**src/rtl/dmem_arbiter.sv**
```systemverilog
//------------------------------------------------------------------------------
// dmem_arbiter
//   Shares one data-memory port between the MEM pipeline stage and an
//   external loader. Three-state FSM (IDLE/PIPE/LDR); the pipeline is
//   stalled until its access completes.
//   Optional feature macro: DMEM_ARB_RR_EN (round-robin tie breaking).
//   Rev 1.0
//------------------------------------------------------------------------------
`default_nettype none

module dmem_arbiter (
  input  logic        CLK,
  input  logic        RST_N,
  input  logic        DMWEM,
  input  logic        MtoRFselM,
  input  logic [31:0] ALU_outM,
  input  logic [31:0] DMinM,
  output logic        STALL,
  output logic [31:0] RDM,
  input  logic        LD_REQ,
  input  logic        LD_WE,
  input  logic [31:0] LD_ADDR,
  input  logic [31:0] LD_WDATA,
  output logic        LD_GNT,
  output logic        LD_DONE,
  output logic [31:0] LD_RDATA,
  output logic        MEM_EN,
  output logic        MEM_WE,
  output logic [31:0] MEM_ADDR,
  output logic [31:0] MEM_WDATA,
  input  logic [31:0] MEM_RDATA,
  input  logic        MEM_RDY
);

  typedef enum logic [1:0] {
    IDLE = 2'd0,
    PIPE = 2'd1,
    LDR  = 2'd2
  } state_t;

  state_t      state;
  logic        preq;
  logic        lreq;
  logic        pipe_wins;
  logic        pipe_done;
  logic [31:0] rdm_hold;

  assign preq      = DMWEM | MtoRFselM;
  // The loader holds LD_REQ until it sees LD_DONE, so the request is ignored
  // during the pulse cycle to avoid re-granting the access it just finished.
  assign lreq      = LD_REQ & ~LD_DONE;
  assign pipe_done = (state == PIPE) & MEM_RDY;

`ifdef DMEM_ARB_RR_EN
  logic last_pipe;

  assign pipe_wins = preq & (~lreq | ~last_pipe);

  // Remember who won the most recent grant; reset favours the pipeline next.
  always_ff @(posedge CLK) begin
    if (!RST_N) begin
      last_pipe <= 1'b0;
    end else if ((state == IDLE) && (preq || lreq)) begin
      last_pipe <= pipe_wins;
    end
  end
`else
  assign pipe_wins = preq;
`endif

  // Arbitration FSM with registered memory-side and loader-side outputs.
  always_ff @(posedge CLK) begin
    if (!RST_N) begin
      state     <= IDLE;
      MEM_EN    <= 1'b0;
      MEM_WE    <= 1'b0;
      MEM_ADDR  <= 32'h0;
      MEM_WDATA <= 32'h0;
      LD_GNT    <= 1'b0;
      LD_DONE   <= 1'b0;
      LD_RDATA  <= 32'h0;
      rdm_hold  <= 32'h0;
    end else begin
      LD_DONE <= 1'b0;
      case (state)
        IDLE: begin
          if (pipe_wins) begin
            state     <= PIPE;
            MEM_EN    <= 1'b1;
            MEM_WE    <= DMWEM;
            MEM_ADDR  <= ALU_outM;
            MEM_WDATA <= DMinM;
          end else if (lreq) begin
            state     <= LDR;
            MEM_EN    <= 1'b1;
            MEM_WE    <= LD_WE;
            MEM_ADDR  <= LD_ADDR;
            MEM_WDATA <= LD_WDATA;
            LD_GNT    <= 1'b1;
          end
        end
        PIPE: begin
          if (MEM_RDY) begin
            state  <= IDLE;
            MEM_EN <= 1'b0;
            MEM_WE <= 1'b0;
            if (!MEM_WE) rdm_hold <= MEM_RDATA;
          end
        end
        LDR: begin
          if (MEM_RDY) begin
            state   <= IDLE;
            MEM_EN  <= 1'b0;
            MEM_WE  <= 1'b0;
            LD_GNT  <= 1'b0;
            LD_DONE <= 1'b1;
            if (!MEM_WE) LD_RDATA <= MEM_RDATA;
          end
        end
        default: begin
          state  <= IDLE;
          MEM_EN <= 1'b0;
          MEM_WE <= 1'b0;
          LD_GNT <= 1'b0;
        end
      endcase
    end
  end

  // Load data bypasses straight through on the completing cycle, then holds.
  assign RDM   = (pipe_done && !MEM_WE) ? MEM_RDATA : rdm_hold;
  assign STALL = RST_N & preq & ~pipe_done;

endmodule

`default_nettype wire

```
**config.mk**
```make
export PLATFORM = sky130hd
export DESIGN_NAME = dmem_arbiter
export DESIGN_NICKNAME = d
export VERILOG_FILES = /design/src/rtl/dmem_arbiter.sv
export SDC_FILE = /design/constraint.sdc
export NUM_CORES = 1
export LEC_CHECK = 0
export ABC_AREA = 1
export CORE_MARGIN = 8
export CORE_UTILIZATION = 43
export DETAILED_ROUTE_END_ITERATION = 12
export GPL_ROUTABILITY_DRIVEN = 0
export PLACE_DENSITY = 0.86
export SLEW_MARGIN = 10
export SYNTH_ARGS = -nofsm -noshare
export SYNTH_HDL_FRONTEND = slang
export SYNTH_SLANG_ARGS = --single-unit
```
**constraint.sdc**
```tcl
create_clock -name CLK -period 3.75 [get_ports CLK]
set_clock_uncertainty 0.05 [all_clocks]
set_input_delay 0.5625 -clock CLK [delete_from_list [all_inputs] [get_ports CLK]]
set_output_delay 0.5625 -clock CLK [all_outputs]
set_load 0.03 [all_outputs]
```
==> PnR_summary.wiki, run 1 <==
{| class="wikitable"
! Metric !! Value
|-
| Vertical extent of the die || about 130 µm
|-
| Int Pwr || about 3.8 mW
|-
| Sequential share of power || 30.4%
|-
| Startpoint type of the worst setup path || flop
|-
| Area of the multi-input gates || approximately 2600 µm²
|-
| Area taken by flip-flops and latches || 2680 µm²
|-
| Fraction of the cycle the final worst path needs || between 90 and 100%
|-
| Number of cells produced by synthesis || ~900
|-
| Hold buffer count at CTS || 0
|-
| Global-route usage over all layers || between 20% and 30%
|-
| DRC violation count after routing || 0
|-
| Mapped Area || just under 6000 µm²
|-
| Routed vias || between 6000 and 7000
|-
| Fmax || 292 MHz
|-
| Clock transition at the registers of the reported paths || roughly 0.05 ns
|-
| Register area share after synthesis || between 40% and 50%
|-
| Yosys synthesis warning count || 0
|-
| Endpoint kind of the worst setup timing path || primary output
|-
| Maximum number of pins on one net before global-route repair || 101
|-
| Critical path data required time || around 3.1 ns
|-
| Power density normalized to cell area || around 640 nW/µm²
|-
| Max_slew headroom || around a quarter
|-
| Final standard cell count with taps included and fillers excluded || about 1400
|-
| Setup_tns || 0 ns
|-
| DP Area || 8810 µm²
|-
| Area of the die || 17500 µm²
|-
| Chain of cells forming the critical path || inv_1 -> ha_1 -> nand2_1 -> inv_1 -> nand2_2 -> buf_4 -> o21ai_0 -> inv_1 -> clkdlybuf4s50_1
|-
| Fraction of final layout cells with drive strength greater than 1 || ~4%
|-
| Antenna diode instance count || 0
|-
| Synth cell types || 18
|-
| Unrepaired setup endpoints after global routing || no
|-
| Final number of hold-violating endpoints || 0
|-
| Slowest stage delay, CP || a little over 0.7 ns
|-
| Cell depth of the worst hold path || 2
|-
| Origin of the worst min-delay path || MEM_EN$_SDFFE_PN0P_
|-
| Wire length of the first global-routing pass || about 33000 µm
|-
| Setup fix buffers added after clock tree synthesis || 0
|-
| DR iter-0 viols || roughly 370
|-
| Number of fill cells in the layout || ~1100
|-
| Number of primary I/O pins || 300
|-
| Worst Hold End || MEM_EN$_SDFFE_PN0P_
|-
| Gate family responsible for the most delay along the worst path || buffers and inverters
|-
| Number of global-route vias before repair || ~6200
|-
| CP Data Arrival Time || about 2.8 ns
|-
| Remaining global-route overflow || 0
|-
| Overall power after layout || about 6.1 mW
|-
| Clock root cell || sky130_fd_sc_hd__clkbuf_16
|-
| Time the final worst path needs with I/O delays and setup || between 3 and 4 ns
|-
| Die outline width || ~130 µm
|-
| Post-DP HPWL || 15700 µm
|-
| Synthesized netlist net count || ~1100
|-
| Crit Path Max Fanout || 64
|-
| Reported leakage power || about 4.5 nW
|-
| Final wirelength || 21500 µm
|-
| Gate power share || approximately two fifths
|-
| Placeable core area || around 13000 µm²
|-
| Post-cts resize count || 0
|-
| Clock latency on the worst-skew pair || 0.41 ns
|-
| Clock share of power || 29.5%
|-
| Capture point of the worst reg-to-reg path || MEM_WDATA[17]$_SDFFE_PN0P_
|-
| Total Nets Final || 1332
|-
| Detail-routed net length per standard cell || 15.9 µm
|-
| Cell type of the slowest stage on the worst timing path || sky130_fd_sc_hd__clkdlybuf4s50_1
|-
| Reg-to-reg startpoint || state[1]$_SDFFE_PN0P_
|-
| Synthesized area divided by synthesized cell count || ~6.5 µm²
|-
| Post-route standard cell area excluding fillers || about 9500 µm²
|-
| Cell total after placement || ~1300
|-
| Maximum capacitance violations || 0
|-
| Highest ir drop seen on vdd || about 0.0005 V
|-
| Router iterations before antenna repair || 5
|-
| Most common cell on crit path || sky130_fd_sc_hd__inv_1
|-
| DR vias/cell || 4.74
|-
| Count of H-tree levels built during CTS || 4
|-
| Count of buffer and inverter cells on the critical path || 5
|-
| Pin slew with the least headroom to its limit || ~1.1 ns
|-
| Antenna-violating nets left || 0
|-
| Net load switching power || roughly 2.2 mW
|-
| Seq cells post-synth || roughly 130
|-
| Number of core rows || 42
|-
| Total clock buffers created by CTS || 17
|-
| Setup-failing EPs final || 0
|-
| Worst hold path class || reg2reg
|-
| Number of buffers on the longest clock path || 2
|-
| Reg-to-reg slack, setup || 1.79 ns
|-
| Run status || complete, no violations
|-
| Area overhead of the layout relative to synthesis || 62.8%
|-
| Switching Share || roughly 37%
|-
| Worst setup path category || reg2out
|-
| CTS tree || built
|-
| R2R cell count || 6
|-
| Number of buffer cells added on primary ports || about 300
|-
| Utilization after layout || between 70% and 80%
|-
| Number of clock sinks seen by CTS || roughly 130
|-
| Initial core utilization || 44.0%
|-
| Number of antenna violations at the first check in global routing || 0
|-
| Max-slew violations || 0
|}
-- power groups by stage --
| stage | logic [mW] | registers, mW | clock network, mW |
|---|---|---|---|
| finish | 2.43 | 1.84 | 1.79 |
| global route | 2.63 | 1.87 | 1.88 |
| CTS | 2.45 | 1.84 | 1.81 |
| detailed placement | 2.43 | 1.87 | 0 |
| global placement | 2.41 | 1.85 | 0 |
| floorplan | 0.995 | 2.30 | 0 |
-- cells in the final DEF, fill, tap and decap left out --
| master | n |
|---|---|
| sky130_fd_sc_hd__dfxtp_1 | 134 |
| sky130_fd_sc_hd__clkinvlp_4 | 4 |
| sky130_fd_sc_hd__nor2_1 | 232 |
| sky130_fd_sc_hd__nand4_1 | 1 |
| sky130_fd_sc_hd__clkinv_4 | 2 |
| sky130_fd_sc_hd__clkbuf_1 | 1 |
| sky130_fd_sc_hd__inv_2 | 1 |
| sky130_fd_sc_hd__nand3_1 | 5 |
| sky130_fd_sc_hd__buf_2 | 1 |
| sky130_fd_sc_hd__clkdlybuf4s50_1 | 297 |
| sky130_fd_sc_hd__nor3_1 | 1 |
| sky130_fd_sc_hd__nand2_1 | 243 |
| sky130_fd_sc_hd__buf_4 | 10 |
| sky130_fd_sc_hd__clkbuf_16 | 17 |
| sky130_fd_sc_hd__inv_1 | 77 |
| sky130_fd_sc_hd__clkbuf_8 | 3 |
| sky130_fd_sc_hd__a21oi_1 | 2 |
| sky130_fd_sc_hd__clkinv_1 | 1 |
| sky130_fd_sc_hd__nor2_2 | 1 |
| sky130_fd_sc_hd__nand2_2 | 3 |
| sky130_fd_sc_hd__bufinv_16 | 4 |
| sky130_fd_sc_hd__clkinv_2 | 1 |
| sky130_fd_sc_hd__nor2_4 | 1 |
| sky130_fd_sc_hd__o21ai_0 | 128 |
| sky130_fd_sc_hd__ha_1 | 4 |
-- layer usage --
| metal | up-vias | track usage, % | routed length [µm] |
|---|---|---|---|
| li1 | 3243 | - | - |
| met1 | 2865 | 25.8 | 8470 |
| met2 | 260 | 41.5 | 10400 |
| met3 | 27 | 10.1 | 2160 |
| met4 | 0 | 9.09 | 450 |
| met5 | - | 0 | 0 |
-- cell families after synthesis --
family,Yosys count,share of synthesized area [%]
AO/OA/AOI/OAI,130,11.2
adder cells (fa/ha/maj),4,0.862
buffers and inverters,133,9.94
flip-flops,134,46.2
AND/OR/NAND/NOR,487,31.8
-- state kept, by name, summed over array words and instances, names as in the netlist --
name,cells
MEM_EN,1
LD_RDATA,32
rdm_hold,32
MEM_WDATA,32
LD_DONE,1
state,2
MEM_WE,1
LD_GNT,1
MEM_ADDR,32
-- synthesized netlist by cell type --
master	count	area share (%)
sky130_fd_sc_hd__clkbuf_1	29	1.9
sky130_fd_sc_hd__ha_1	4	0.86
sky130_fd_sc_hd__buf_4	1	0.13
sky130_fd_sc_hd__inv_1	77	5.0
sky130_fd_sc_hd__a21oi_1	2	0.17
sky130_fd_sc_hd__nand4_1	1	0.11
sky130_fd_sc_hd__o21ai_0	128	11
sky130_fd_sc_hd__nand3_1	5	0.43
sky130_fd_sc_hd__nor2_4	1	0.19
sky130_fd_sc_hd__clkinv_1	1	0.065
sky130_fd_sc_hd__inv_2	1	0.065
sky130_fd_sc_hd__buf_6	7	1.4
sky130_fd_sc_hd__dfxtp_1	134	46
sky130_fd_sc_hd__nor2_1	233	15
sky130_fd_sc_hd__nand2_1	246	16
sky130_fd_sc_hd__clkbuf_2	4	0.34
sky130_fd_sc_hd__nor3_1	1	0.086
sky130_fd_sc_hd__buf_2	13	1.1
-- worst max path at each step --
stage	startpoint	to	slack, ns	cells after the start
after floorplan	RST_N	STALL	1.52	3
after detailed placement	MEM_RDY	RDM[16]	0.50	8
after CTS	state[1]$_SDFFE_PN0P_	RDM[16]	0.36	9
after global routing	state[1]$_SDFFE_PN0P_	RDM[16]	0.13	9
after global placement	MEM_RDY	RDM[16]	0.55	8
final	state[1]$_SDFFE_PN0P_	RDM[16]	0.33	9
-- cell type report --
cell class,instances,area share [%]
clock buffers,21,4.98
repair buffers,308,32.3
clock inverters,11,1.83
multi-input cells,621,27.0
flip-flops and latches,134,28.4
inverters,79,3.14
well taps,176,2.33
-- worst min-delay path, stage by stage (launching register included) --
cell                      delay [ns]
sky130_fd_sc_hd__dfxtp_1        0.31
sky130_fd_sc_hd__nand2_1        0.06
sky130_fd_sc_hd__a21oi_1        0.05
-- metrics by stage --
| stage | setup slack, ns | hold WS, ns |
|---|---|---|
| final | 0.331 | 0.420 |
| after global routing | 0.131 | 0.443 |
| after detailed placement | 0.499 | 0.420 |
| after floorplan | 1.52 | 0.415 |
| after global placement | 0.549 | 0.400 |
| after CTS | 0.358 | 0.430 |
No activity file was read; power rests on OpenSTA's default activity.
==> run 2: changes to the inputs <==
- ABC_AREA: 1 -> unset
- CORE_UTILIZATION: 43 -> 46
- PLACE_DENSITY: 0.86 -> 0.95
- SLEW_MARGIN: 10 -> unset
==> PnR_summary.wiki, run 2 <==
{| class="wikitable"
! Metric !! Value
|-
| Fmax || 305 MHz (was 292 MHz)
|-
| Post-DP HPWL || 16000 µm (was 15700 µm)
|-
| Top cells by instance count after synthesis || 134 x sky130_fd_sc_hd__dfxtp_1, 71 x sky130_fd_sc_hd__nand2_1, 66 x sky130_fd_sc_hd__inv_1 (was 246 x sky130_fd_sc_hd__nand2_1, 233 x sky130_fd_sc_hd__nor2_1, 134 x sky130_fd_sc_hd__dfxtp_1)
|-
| Number of cells produced by synthesis || 733 (was 888)
|-
| Number of global-route vias before repair || 6669 (was 6228)
|-
| Antenna diode instance count || 0 (unchanged)
|-
| Reported leakage power || 3.57 nW (was 4.51 nW)
|-
| Time the final worst path needs with I/O delays and setup || 3.28 ns (was 3.42 ns)
|-
| Number of primary I/O pins || 300 (unchanged)
|-
| Post-synth EDFFs || 0 (unchanged)
|-
| Top-count cell post-synth || sky130_fd_sc_hd__dfxtp_1 (was sky130_fd_sc_hd__nand2_1)
|-
| Mapped Area || 6690 µm² (was 5810 µm²)
|-
| Number of clock sinks seen by CTS || 134 (unchanged)
|-
| Initial core utilization || 46.6% (was 44.0%)
|-
| Post-synthesis async set-or-reset flop share || 0% (unchanged)
|-
| Leading cell type in the layout, fill and taps excluded || sky130_fd_sc_hd__clkdlybuf4s50_1 (unchanged)
|-
| Wire length of the first global-routing pass || 35300 µm (was 33500 µm)
|-
| Area of the multi-input gates || 3270 µm² (was 2560 µm²)
|-
| Startpoint type of the worst setup path || input port (was flop)
|-
| Worst hold path class || reg2reg (unchanged)
|-
| Area of the die || 18700 µm² (was 17500 µm²)
|-
| Power density normalized to cell area || 463 nW/µm² (was 641 nW/µm²)
|-
| Placement-stage worst setup slack || 0.493 ns (was 0.499 ns)
|-
| Detail-routed net length per standard cell || 19.5 µm (was 15.9 µm)
|-
| Critical path data required time || 3.14 ns (about the same)
|-
| Number of antenna violations at the first check in global routing || 0 (unchanged)
|-
| Register area share after synthesis || 40.1% (was 46.2%)
|-
| Area taken by flip-flops and latches || 2680 µm² (unchanged)
|-
| Leading cell types by total area after synthesis || sky130_fd_sc_hd__dfxtp_1 40%, sky130_fd_sc_hd__a2111oi_0 7.9%, sky130_fd_sc_hd__o21a_1 7.3% (was sky130_fd_sc_hd__dfxtp_1 46%, sky130_fd_sc_hd__nand2_1 16%, sky130_fd_sc_hd__nor2_1 15%)
|-
| Maximum capacitance violations || 0 (unchanged)
|-
| Number of buffer cells added on primary ports || 299 (unchanged)
|-
| Antenna-violating nets left || 0 (unchanged)
|-
| Router iterations before antenna repair || 7 (was 5)
|-
| Yosys synthesis warning count || 0 (unchanged)
|-
| Vertical extent of the die || 137 µm (was 132 µm)
|-
| Total clock buffers created by CTS || 17 (unchanged)
|-
| Seq cells post-synth || 134 (unchanged)
|-
| Peak-usage layer in the global routing report || met2 (unchanged)
|-
| Die outline width || 137 µm (was 132 µm)
|-
| Endpoint kind of the worst setup timing path || primary output (unchanged)
|-
| Total Nets Final || 1154 (was 1332)
|-
| Pin slew with the least headroom to its limit || 0.698 ns (was 1.14 ns)
|-
| DR vias/cell || 5.56 (was 4.74)
|-
| Synth cell types || 32 (was 18)
|-
| Global-route track usage on met3 || 5.54% (was 10.1%)
|-
| Final number of hold-violating endpoints || 0 (unchanged)
|-
| Post-cts resize count || 0 (unchanged)
|-
| Number of buffers on the longest clock path || 2 (unchanged)
|-
| Setup_tns || 0 ns (unchanged)
|-
| Global-route track usage on met1 || 28.0% (was 25.8%)
|-
| Synthesized netlist net count || 904 (was 1059)
|-
| Count of H-tree levels built during CTS || 4 (unchanged)
|-
| Run status || complete, no violations (unchanged)
|-
| DR iter-0 viols || 460 (was 374)
|-
| Max-slew violations || 0 (unchanged)
|-
| Routed vias || 6555 (was 6395)
|-
| Clock transition at the registers of the reported paths || 0.05 ns (about the same)
|-
| Fraction of final layout cells with drive strength greater than 1 || 9.44% (was 4.09%)
|-
| Highest ir drop seen on vdd || 0.000319 V (was 0.000487 V)
|-
| Most used cells in the layout excluding fill and tap cells || 296 x sky130_fd_sc_hd__clkdlybuf4s50_1, 134 x sky130_fd_sc_hd__dfxtp_1, 71 x sky130_fd_sc_hd__nand2_1 (was 297 x sky130_fd_sc_hd__clkdlybuf4s50_1, 243 x sky130_fd_sc_hd__nand2_1, 232 x sky130_fd_sc_hd__nor2_1)
|-
| Largest area contributor in the synthesized netlist || sky130_fd_sc_hd__dfxtp_1 (unchanged)
|-
| CTS tree || built (unchanged)
|-
| Overall power after layout || 4.69 mW (was 6.06 mW)
|-
| Remaining global-route overflow || 0 (unchanged)
|-
| Clock root cell || sky130_fd_sc_hd__clkbuf_16 (unchanged)
|-
| Top flip-flop cell by instance count after synthesis || sky130_fd_sc_hd__dfxtp_1 (unchanged)
|-
| Crit Path Max Fanout || 32 (was 64)
|-
| Unrepaired setup endpoints after global routing || no (unchanged)
|-
| Placeable core area || 14400 µm² (was 13200 µm²)
|-
| Slack of the critical path || 0.470 ns (was 0.331 ns)
|-
| Global-route usage over all layers || 23.9% (was 24.1%)
|-
| Number of fill cells in the layout || 1036 (was 1069)
|-
| Max_slew headroom || 53.5% (was 24.2%)
|-
| Hold buffer count at CTS || 0 (unchanged)
|-
| CP Data Arrival Time || 2.67 ns (was 2.81 ns)
|-
| Setup fix buffers added after clock tree synthesis || 0 (unchanged)
|-
| Maximum number of pins on one net before global-route repair || 69 (was 101)
|-
| Setup-failing EPs final || 0 (unchanged)
|-
| Fraction of the cycle the final worst path needs || 87.5% (was 91.2%)
|-
| DRC violation count after routing || 0 (unchanged)
|-
| Final worst hold slack || 0.401 ns (was 0.420 ns)
|-
| Area overhead of the layout relative to synthesis || 51.3% (was 62.8%)
|-
| Clock latency on the worst-skew pair || 0.42 ns (was 0.41 ns)
|-
| M2 GR Usage || 39.7% (was 41.5%)
|-
| Worst setup path category || in2out (was reg2out)
|-
| Number of core rows || 44 (was 42)
|-
| Synthesized area divided by synthesized cell count || 9.13 µm² (was 6.54 µm²)
|-
| Fraction of post-synthesis cell area in the top cell type by area || 40.1% (was 46.2%)
|-
| Final wirelength || 23000 µm (was 21500 µm)
|}
==> run 2: final timing paths <==
kind                                                start                    endpoint  slack, ns  depth (start not counted)
worst max-delay path                              MEM_RDY                      RDM[4]       0.47                          5
worst min-delay path            LD_RDATA[25]$_SDFFE_PN0P_   LD_RDATA[25]$_SDFFE_PN0P_       0.40                          2
worst max register to register      state[0]$_SDFFE_PN0P_  MEM_WDATA[21]$_SDFFE_PN0P_       1.74                          6
worst min register to register  LD_RDATA[25]$_SDFFE_PN0P_   LD_RDATA[25]$_SDFFE_PN0P_       0.40                          2
==> run 2: cell families after synthesis <==
logic type / Yosys count / share of synthesized area [%]
buf+inv: 150 / 11.0
flops: 134 / 40.1
mux: 34 / 5.69
compound gates: 233 / 27.0
simple gates: 178 / 15.5
fa+ha+maj: 4 / 0.748
==> run 2: routing by layer <==
metal	wire length, µm	vias to the layer above
met1	9130	3092
met5	0	-
li1	-	3129
met4	994	0
met2	11300	268
met3	1530	66
==> run 2: critical path, stage by stage <==
cell	delay (ns)
sky130_fd_sc_hd__clkdlybuf4s50_1	0.54
sky130_fd_sc_hd__nand3b_2	0.14
sky130_fd_sc_hd__buf_4	0.39
sky130_fd_sc_hd__mux2_2	0.41
sky130_fd_sc_hd__clkdlybuf4s50_1	0.61
==> run 2: power by group <==
part	internal (mW)	leakage (nW)	switching, mW
sequential	1.56	1.10	0.0675
combinational	0.613	2.19	0.767
clock	1.01	0.280	0.672
total	3.18	3.57	1.51
==> run 2: area by class of cell <==
type / count / share of cell area [%]
Clock inverter: 12 / 1.41
Sequential cell: 134 / 26.5
Timing Repair Buffer: 313 / 30.5
Multi-Input combinational cell: 449 / 32.3
Clock buffer: 20 / 4.41
Inverter: 68 / 2.53
Tap cell: 184 / 2.27
==> run 2: stage by stage <==
step	instances	util, %	cell area, µm²
global placement	1148	66.3	9530
floorplan	733	-	6690
global route	1180	70.4	10100
finish	1180	70.4	10100
detailed placement	1148	66.3	9530
CTS	1180	70.4	10100
